### src/rtl/rf_pkg.sv
// Shared register-file definitions and the write-arbiter state encoding.
package rf_pkg;

    localparam int RF_ADDR_WIDTH = 3;
    localparam int RF_NUM_REGS   = 8;

    typedef enum logic [1:0] {
        ST_IDLE = 2'd0,
        ST_OWN0 = 2'd1,
        ST_OWN1 = 2'd2
    } arb_state_t;

    // One-hot owner code presented to the outside world for a given state.
    function automatic logic [1:0] owner_of(input arb_state_t s);
        case (s)
            ST_OWN0: owner_of = 2'b01;
            ST_OWN1: owner_of = 2'b10;
            default: owner_of = 2'b00;
        endcase
    endfunction

endpackage

### src/rtl/rr_pick2.sv
// Two-way round-robin pick: a lone requester always wins, a tie goes to rr.
module rr_pick2 (
    input  logic       valid0,
    input  logic       valid1,
    input  logic       rr,
    output logic [1:0] grant
);

    assign grant[0] = valid0 & (~valid1 | ~rr);
    assign grant[1] = valid1 & (~valid0 |  rr);

endmodule

### src/rtl/rf_write_arbiter.sv
// Arbitrates two bursting write requesters onto a single register-file write port.
module rf_write_arbiter
    import rf_pkg::*;
#(
    parameter int DATA_WIDTH = 32,
    parameter int MAX_BURST  = 4
) (
    input  logic                     clk,
    input  logic                     reset_n,

    input  logic                     req0_valid,
    input  logic [RF_ADDR_WIDTH-1:0] req0_addr,
    input  logic [DATA_WIDTH-1:0]    req0_data,
    input  logic                     req0_last,
    output logic                     req0_ready,

    input  logic                     req1_valid,
    input  logic [RF_ADDR_WIDTH-1:0] req1_addr,
    input  logic [DATA_WIDTH-1:0]    req1_data,
    input  logic                     req1_last,
    output logic                     req1_ready,

    output logic                     we,
    output logic [RF_ADDR_WIDTH-1:0] wAddr,
    output logic [DATA_WIDTH-1:0]    wData,
    output logic [1:0]               owner
);

    localparam logic [3:0] BURST_LIM = 4'(MAX_BURST);

    arb_state_t state;
    logic       rr;
    logic [3:0] beat_cnt;
    logic [3:0] beat_inc;
    logic [1:0] grant;
    logic       xfer0;
    logic       xfer1;
    logic       at_limit;
    logic       release0;
    logic       release1;

    // Ready is taken straight from the owner register, so it never depends on inputs.
    assign req0_ready = owner[0];
    assign req1_ready = owner[1];

    assign xfer0    = req0_valid & req0_ready;
    assign xfer1    = req1_valid & req1_ready;
    assign beat_inc = beat_cnt + 4'd1;
    assign at_limit = (beat_inc == BURST_LIM);
    assign release0 = xfer0 & (req0_last | at_limit);
    assign release1 = xfer1 & (req1_last | at_limit);

    rr_pick2 u_pick (
        .valid0 (req0_valid),
        .valid1 (req1_valid),
        .rr     (rr),
        .grant  (grant)
    );

    always_ff @(posedge clk or negedge reset_n) begin
        if (!reset_n) begin
            state    <= ST_IDLE;
            owner    <= owner_of(ST_IDLE);
            rr       <= 1'b0;
            beat_cnt <= 4'd0;
        end else begin
            case (state)
                ST_IDLE: begin
                    if (grant[0]) begin
                        state    <= ST_OWN0;
                        owner    <= owner_of(ST_OWN0);
                        beat_cnt <= 4'd0;
                    end else if (grant[1]) begin
                        state    <= ST_OWN1;
                        owner    <= owner_of(ST_OWN1);
                        beat_cnt <= 4'd0;
                    end
                end
                ST_OWN0: begin
                    if (release0) begin
                        rr       <= 1'b1;
                        beat_cnt <= 4'd0;
                        if (req1_valid) begin
                            state <= ST_OWN1;
                            owner <= owner_of(ST_OWN1);
                        end else begin
                            state <= ST_IDLE;
                            owner <= owner_of(ST_IDLE);
                        end
                    end else if (xfer0) begin
                        beat_cnt <= beat_inc;
                    end
                end
                ST_OWN1: begin
                    if (release1) begin
                        rr       <= 1'b0;
                        beat_cnt <= 4'd0;
                        if (req0_valid) begin
                            state <= ST_OWN0;
                            owner <= owner_of(ST_OWN0);
                        end else begin
                            state <= ST_IDLE;
                            owner <= owner_of(ST_IDLE);
                        end
                    end else if (xfer1) begin
                        beat_cnt <= beat_inc;
                    end
                end
                default: begin
                    state    <= ST_IDLE;
                    owner    <= owner_of(ST_IDLE);
                    beat_cnt <= 4'd0;
                end
            endcase
        end
    end

    // Each accepted beat becomes exactly one write on the following cycle.
    always_ff @(posedge clk or negedge reset_n) begin
        if (!reset_n) begin
            we    <= 1'b0;
            wAddr <= '0;
            wData <= '0;
        end else if (xfer0) begin
            we    <= 1'b1;
            wAddr <= req0_addr;
            wData <= req0_data;
        end else if (xfer1) begin
            we    <= 1'b1;
            wAddr <= req1_addr;
            wData <= req1_data;
        end else begin
            we    <= 1'b0;
        end
    end

endmodule

### config.mk
export PLATFORM = sky130hd
export DESIGN_NAME = rf_write_arbiter
export DESIGN_NICKNAME = d
export VERILOG_FILES = /design/src/rtl/rf_pkg.sv /design/src/rtl/rr_pick2.sv /design/src/rtl/rf_write_arbiter.sv
export SDC_FILE = /design/constraint.sdc
export NUM_CORES = 1
export LEC_CHECK = 0
export CAP_MARGIN = 30
export CORE_UTILIZATION = 36
export CTS_CLUSTER_SIZE = 14
export DETAILED_ROUTE_END_ITERATION = 10
export GPL_TIMING_DRIVEN = 0
export PLACE_DENSITY = 0.77
export RECOVER_POWER = 50
export SLEW_MARGIN = 20
export SYNTH_ARGS = -nofsm -noshare
export SYNTH_HDL_FRONTEND = slang
export SYNTH_SLANG_ARGS = --single-unit
### constraint.sdc
create_clock -name clk -period 1.75 [get_ports clk]
set_input_delay 0.35 -clock clk [delete_from_list [all_inputs] [get_ports clk]]
set_output_delay 0.35 -clock clk [all_outputs]
set_load 0.03 [all_outputs]
# Yosys cells after proc, flatten, opt, wreduce, memory -nomap -nowiden
# Index checks and enable logic that the tools add are counted.
# classes
eq_ne	8
bitwise_logic	13
addsub	1
n_reduce_logical	6
n_mux	23
# op_table
op	count
$mux 32	2
$mux 4	6
$pmux 4 s3	1
$mux 2	5
$ne 3x3->1 const B	3
$reduce_and 3->1	3
$and 1x1->1	6
$mux 3	2
$pmux 2 s3	1
$mux 1	5
$add 4x1->4 const B	1
$eq 4x3->1 const B	1
$ne 2x2->1 const B	2
$or 1x1->1	4
$reduce_bool 2->1	2
$not 1->1	3
$eq 2x1->1 const B	1
$eq 2x2->1 const B	1
$logic_not 2->1	1
$pmux 1 s2	1
# word_totals
input_bits	76
reg_bits	43
elab_cells	57
output_inout_bits	40

# Depth between registers and ports, before layout
# logic_depth
ltp_word	6
depth_mapped	7
mapped_depth_nobuf	6

# Cells and area by module
# A second synthesis with hierarchy kept.
# hier_totals
hier_cells	219
hier_area_um2	2220.9
# by_module_without_submodules
mod	seq_area_each_um2	area_each_um2	cells_each	instances
rf_write_arbiter	1076.0	2202.1	216	1
rr_pick2	0.0	18.8	3	1

# Worst setup path after synthesis
# Ideal clock, no wire load.
# synth_timing
path_type	register -> register
start	reg state[1]
end	reg state[1]
path_buffers	1
stages_incl_launch_ff	8
setup_time_ns	0.125
path_slack_ns	-0.310
synth_period_minus_slack_ns	2.060
arrival_ns	1.935
t_required_ns	1.625
cell_sequence	dfrtp_1 inv_1 ha_1 nor3b_1 a221o_1 buf_2 o21bai_4 mux2_4
# synth_between
elab_chain_cells	4
word_cells_on_any_way	10
cone_classes	eq/ne: 5; mux: 1; bitwise: 2; reduce/logical: 2
# synth_rtl
item	line	text
start: declaration	rf_write_arbiter.sv:31	arb_state_t state;
start signal: assignment	rf_write_arbiter.sv:62	state <= ST_IDLE;
start signal: assignment	rf_write_arbiter.sv:70	state <= ST_OWN0;
start signal: assignment	rf_write_arbiter.sv:74	state <= ST_OWN1;
$and 1x1->1 (2 in series)	n/a	
$ne 2x2->1 (no source line)	n/a	
$reduce_and 3->1 (no source line)	n/a	
# Several ways; a longest one is shown, not always the timed one.
# A chain may end at the register's enable or synchronous reset.

# Final worst setup path
# Same ends and word-level chain as after synthesis.

==> results.txt <==
status = finished with violations
failing checks = negative setup slack
global-route wire length before repair = 9580 um
synth warn = 0
worst stage delay on the critical path = 0.43 ns
CTS sink cnt = 43
final slew viol count = 0
Cell Count, Final, Fillers Out = 424
share of cells above drive strength 1 = 14.0%
syn_area_per_cell = 10.2 um^2
clock skew = 0.00859 ns
row count = 28
initial antenna violation count = 0
Netlist Area Pre-Place = 0.00220 mm^2
Core Util, Final = 61.9%
CP required = 1.92 ns
Worst R2R Start = state[1]$_DFFE_PN0P_
commonest cells after routing, fill and taps aside = 109 x clkdlybuf4s50_1, 41 x nand2_1, 41 x dfrtp_1
placed instance area = 0.00347 mm^2
Reg power frac = 29.5%
Synth Area in Simple Gates = 12.6%
CP startpoint kind = flip-flop
root buffer cell = clkbuf_8
critical-path cell list = inv_2, ha_4, nor3b_1, a221o_1, buf_6, o21bai_4, mux2_4
initial drt markers = 63
Leakage Power = 1.69 nW
CP Capture Type = flip-flop
Placement Setup Slack = -0.435 ns
Longest Clk Path Bufs = 2
Antenna Nets Post-Route = 0
Comb power frac = 60.2%
vias per cell = 4.87
CP Max Fanout = 6
Syn Inst Count = 216
largest cells by area after synthesis = dfrtp_1 49%, mux2i_1 16%, o21ai_0 8.6%
TritonCTS clock tree = built
r2r setup slk = -0.03 ns
mux share of post-synthesis cell area = 17.1%
gr ovfl total = 0
commonest non-fill, non-tap cell in the layout = clkdlybuf4s50_1
Antenna diodes = 0
fmax = 561 MHz
RD Place Congestion = 0.818
sequential share of the synthesized area = 48.9%
DIE WIDTH = 80.2 um
Post-Synth XOR/XNOR Area = 0%
starting density of the core = 37.2%
fin nets = 430
vias in the first global route = 2,022
CTS Buf Count = 5
buffers added on ports = 114
Clk Latency, worst-skew pair = 0.29 ns
Netlist cell types = 34
# DRC = 0
R2R Path End = state[1]$_DFFE_PN0P_
detailed-placement wirelength estimate = 4450 um
DRT Wirelength = 6060 um
#FFs+latches synth = 43
worst hold path class = in -> async
CP arrival = 1.95 ns
routed length per placed instance = 14.3 um
share of the synthesized area in the top cell type = 48.9%
Sw Ratio = 42.4%
Worst-path clk slew = 0.08 ns
Tcrit/Tclk final = 102%
Setup violations, final = 2
RSZ-0062 raised after global routing = true
slowest cell on the critical path = dfrtp_2
vias = 2,065
crit path kind = reg -> reg
Internal Power = 0.00340 W
dpl cells = 406
cell taking the most area after synthesis = dfrtp_1
post-synthesis adder-cell area fraction = 3.41%
hold buffers post-CTS = 0
Slew @ Worst Pin = 1.40 ns
H-tree depth = 2
Final Cell Area = 0.00367 mm^2
total net switching power = 0.00250 W
clock period minus worst slack = 1.78 ns
Die ar. = 0.00643 mm^2
Synth Area in Compound Gates = 14.3%
final hold violation count = 0
Peak VDD IR = 0.719 mV
reg2reg path depth = 7
pin count of the biggest net entering global routing = 25
PnR Total Power = 0.00590 W
Cell Pwr Density = 1610 mW/mm^2
Mapped Nets = 298
max cap viols = 0
Clock power frac = 10.3%
die height = 80.2 um
largest family of logic cells by synthesized area = multiplexers
total track usage = 19.4%
drt pass-1 iters = 4
Final Worst Setup Slack = -0.0331 ns
Relative slew margins = 6.95%
Area Overhead vs Synth = 66.7%
I/O Pins = 116
Core Region = 0.00592 mm^2
[worst max-delay path by stage]
| stage | start | to | slack (ns) |
|---|---|---|---|
| 2_1_floorplan | state[1]$_DFFE_PN0P_ | state[1]$_DFFE_PN0P_ | -0.10 |
| 3_3_place_gp | reset_n | state[0]$_DFFE_PN0P_ | -1.03 |
| 3_5_place_dp | req0_valid | state[1]$_DFFE_PN0P_ | -0.44 |
| 4_1_cts | state[0]$_DFFE_PN0P_ | state[1]$_DFFE_PN0P_ | -0.03 |
| 5_1_grt | state[0]$_DFFE_PN0P_ | state[1]$_DFFE_PN0P_ | -0.08 |
| 6_report | state[1]$_DFFE_PN0P_ | state[1]$_DFFE_PN0P_ | -0.03 |
[cells in the mapped netlist, drive strengths merged]
master and n:
nor4 1, o21bai 1, o2bb2ai 1, dfrtp 43, mux2 1, nor2b 3
a21boi 1, mux2i 36, nor3b 1, nor4b 1, a22o 1, buf 7
ha 6, a21o 1, or2 1, o21ai 39, nand2 43, a21bo 1
nand3b 1, and2 1, and4b 1, a21oi 3, inv 3, nor2 2
a221o 2, o21a 1, or3b 1, nand4bb 1, nand3 2, clkbuf 8
o211ai 2
[power by group through the flow]
stage / Clock (W) / Sequential, W / Combinational (W)
final: 0.000610 / 0.00174 / 0.00355
after global routing: 0.000678 / 0.00180 / 0.00380
after CTS: 0.000631 / 0.00174 / 0.00348
after detailed placement: 0 / 0.00176 / 0.00336
after global placement: 0 / 0.00175 / 0.00328
after floorplan: 0 / 0.00260 / 0.00112
[kinds of logic after synthesis]
| kind of cell | count (synthesis) |
|---|---|
| and+or+nand+nor | 59 |
| AOI/OAI and AO/OA | 53 |
| buffers and inverters | 18 |
| adders and majority gates | 6 |
| muxes | 37 |
| DFF | 43 |
[layer usage]
metal | part of all wire [%] | vias up | GRT usage, %
met5 | 0 | - | 0
li1 | - | 1014 | -
met1 | 42 | 969 | 23.3
met3 | 7.0 | 5 | 4.89
met4 | 0.73 | 0 | 5.36
met2 | 50 | 77 | 34.2
[area by class of cell]
class	count	area [um^2]
multi-input cells	155	1080
plain buffers	15	83.8
repair buffers	125	1230
clock buffers	6	72.6
well taps	75	93.8
fillers	528	2250
inverters	3	13.8
clock inverters	2	12.5
flip-flops and latches	43	1080
[worst max-delay path: cells and delay by family (launching register included)]
| family | cells | cell delay (ns) |
|---|---|---|
| AOI/OAI and AO/OA | 2 | 0.44 |
| adders and majority gates | 1 | 0.15 |
| buffers and inverters | 2 | 0.21 |
| DFF | 1 | 0.43 |
| muxes | 1 | 0.30 |
| and+or+nand+nor | 1 | 0.13 |
[state kept, by name, indices dropped and copies added (netlist names)]
register and flops:
wAddr 3, beat_cnt 4, rr 1, we 1
wData 32, state 2
[through the flow]
step / hold WS (ns) / setup TNS, ns
6_report: 0.372 / -0.0386
3_5_place_dp: 0.391 / -11.68
4_1_cts: 0.0694 / -0.0345
2_1_floorplan: 0.0544 / -0.104
5_1_grt: 0.493 / -0.284
3_3_place_gp: 0.481 / -48.89
[repair_timing]
| item | 4_1_cts | 5_1_grt |
|---|---|---|
| resized for setup | 9 | 17 |
| setup buffers | 5 | 5 |
| pin swaps | 0 | 5 |
| endpoints found under the setup margin | 16 | 29 |
Power figures use the tool's default switching activity.
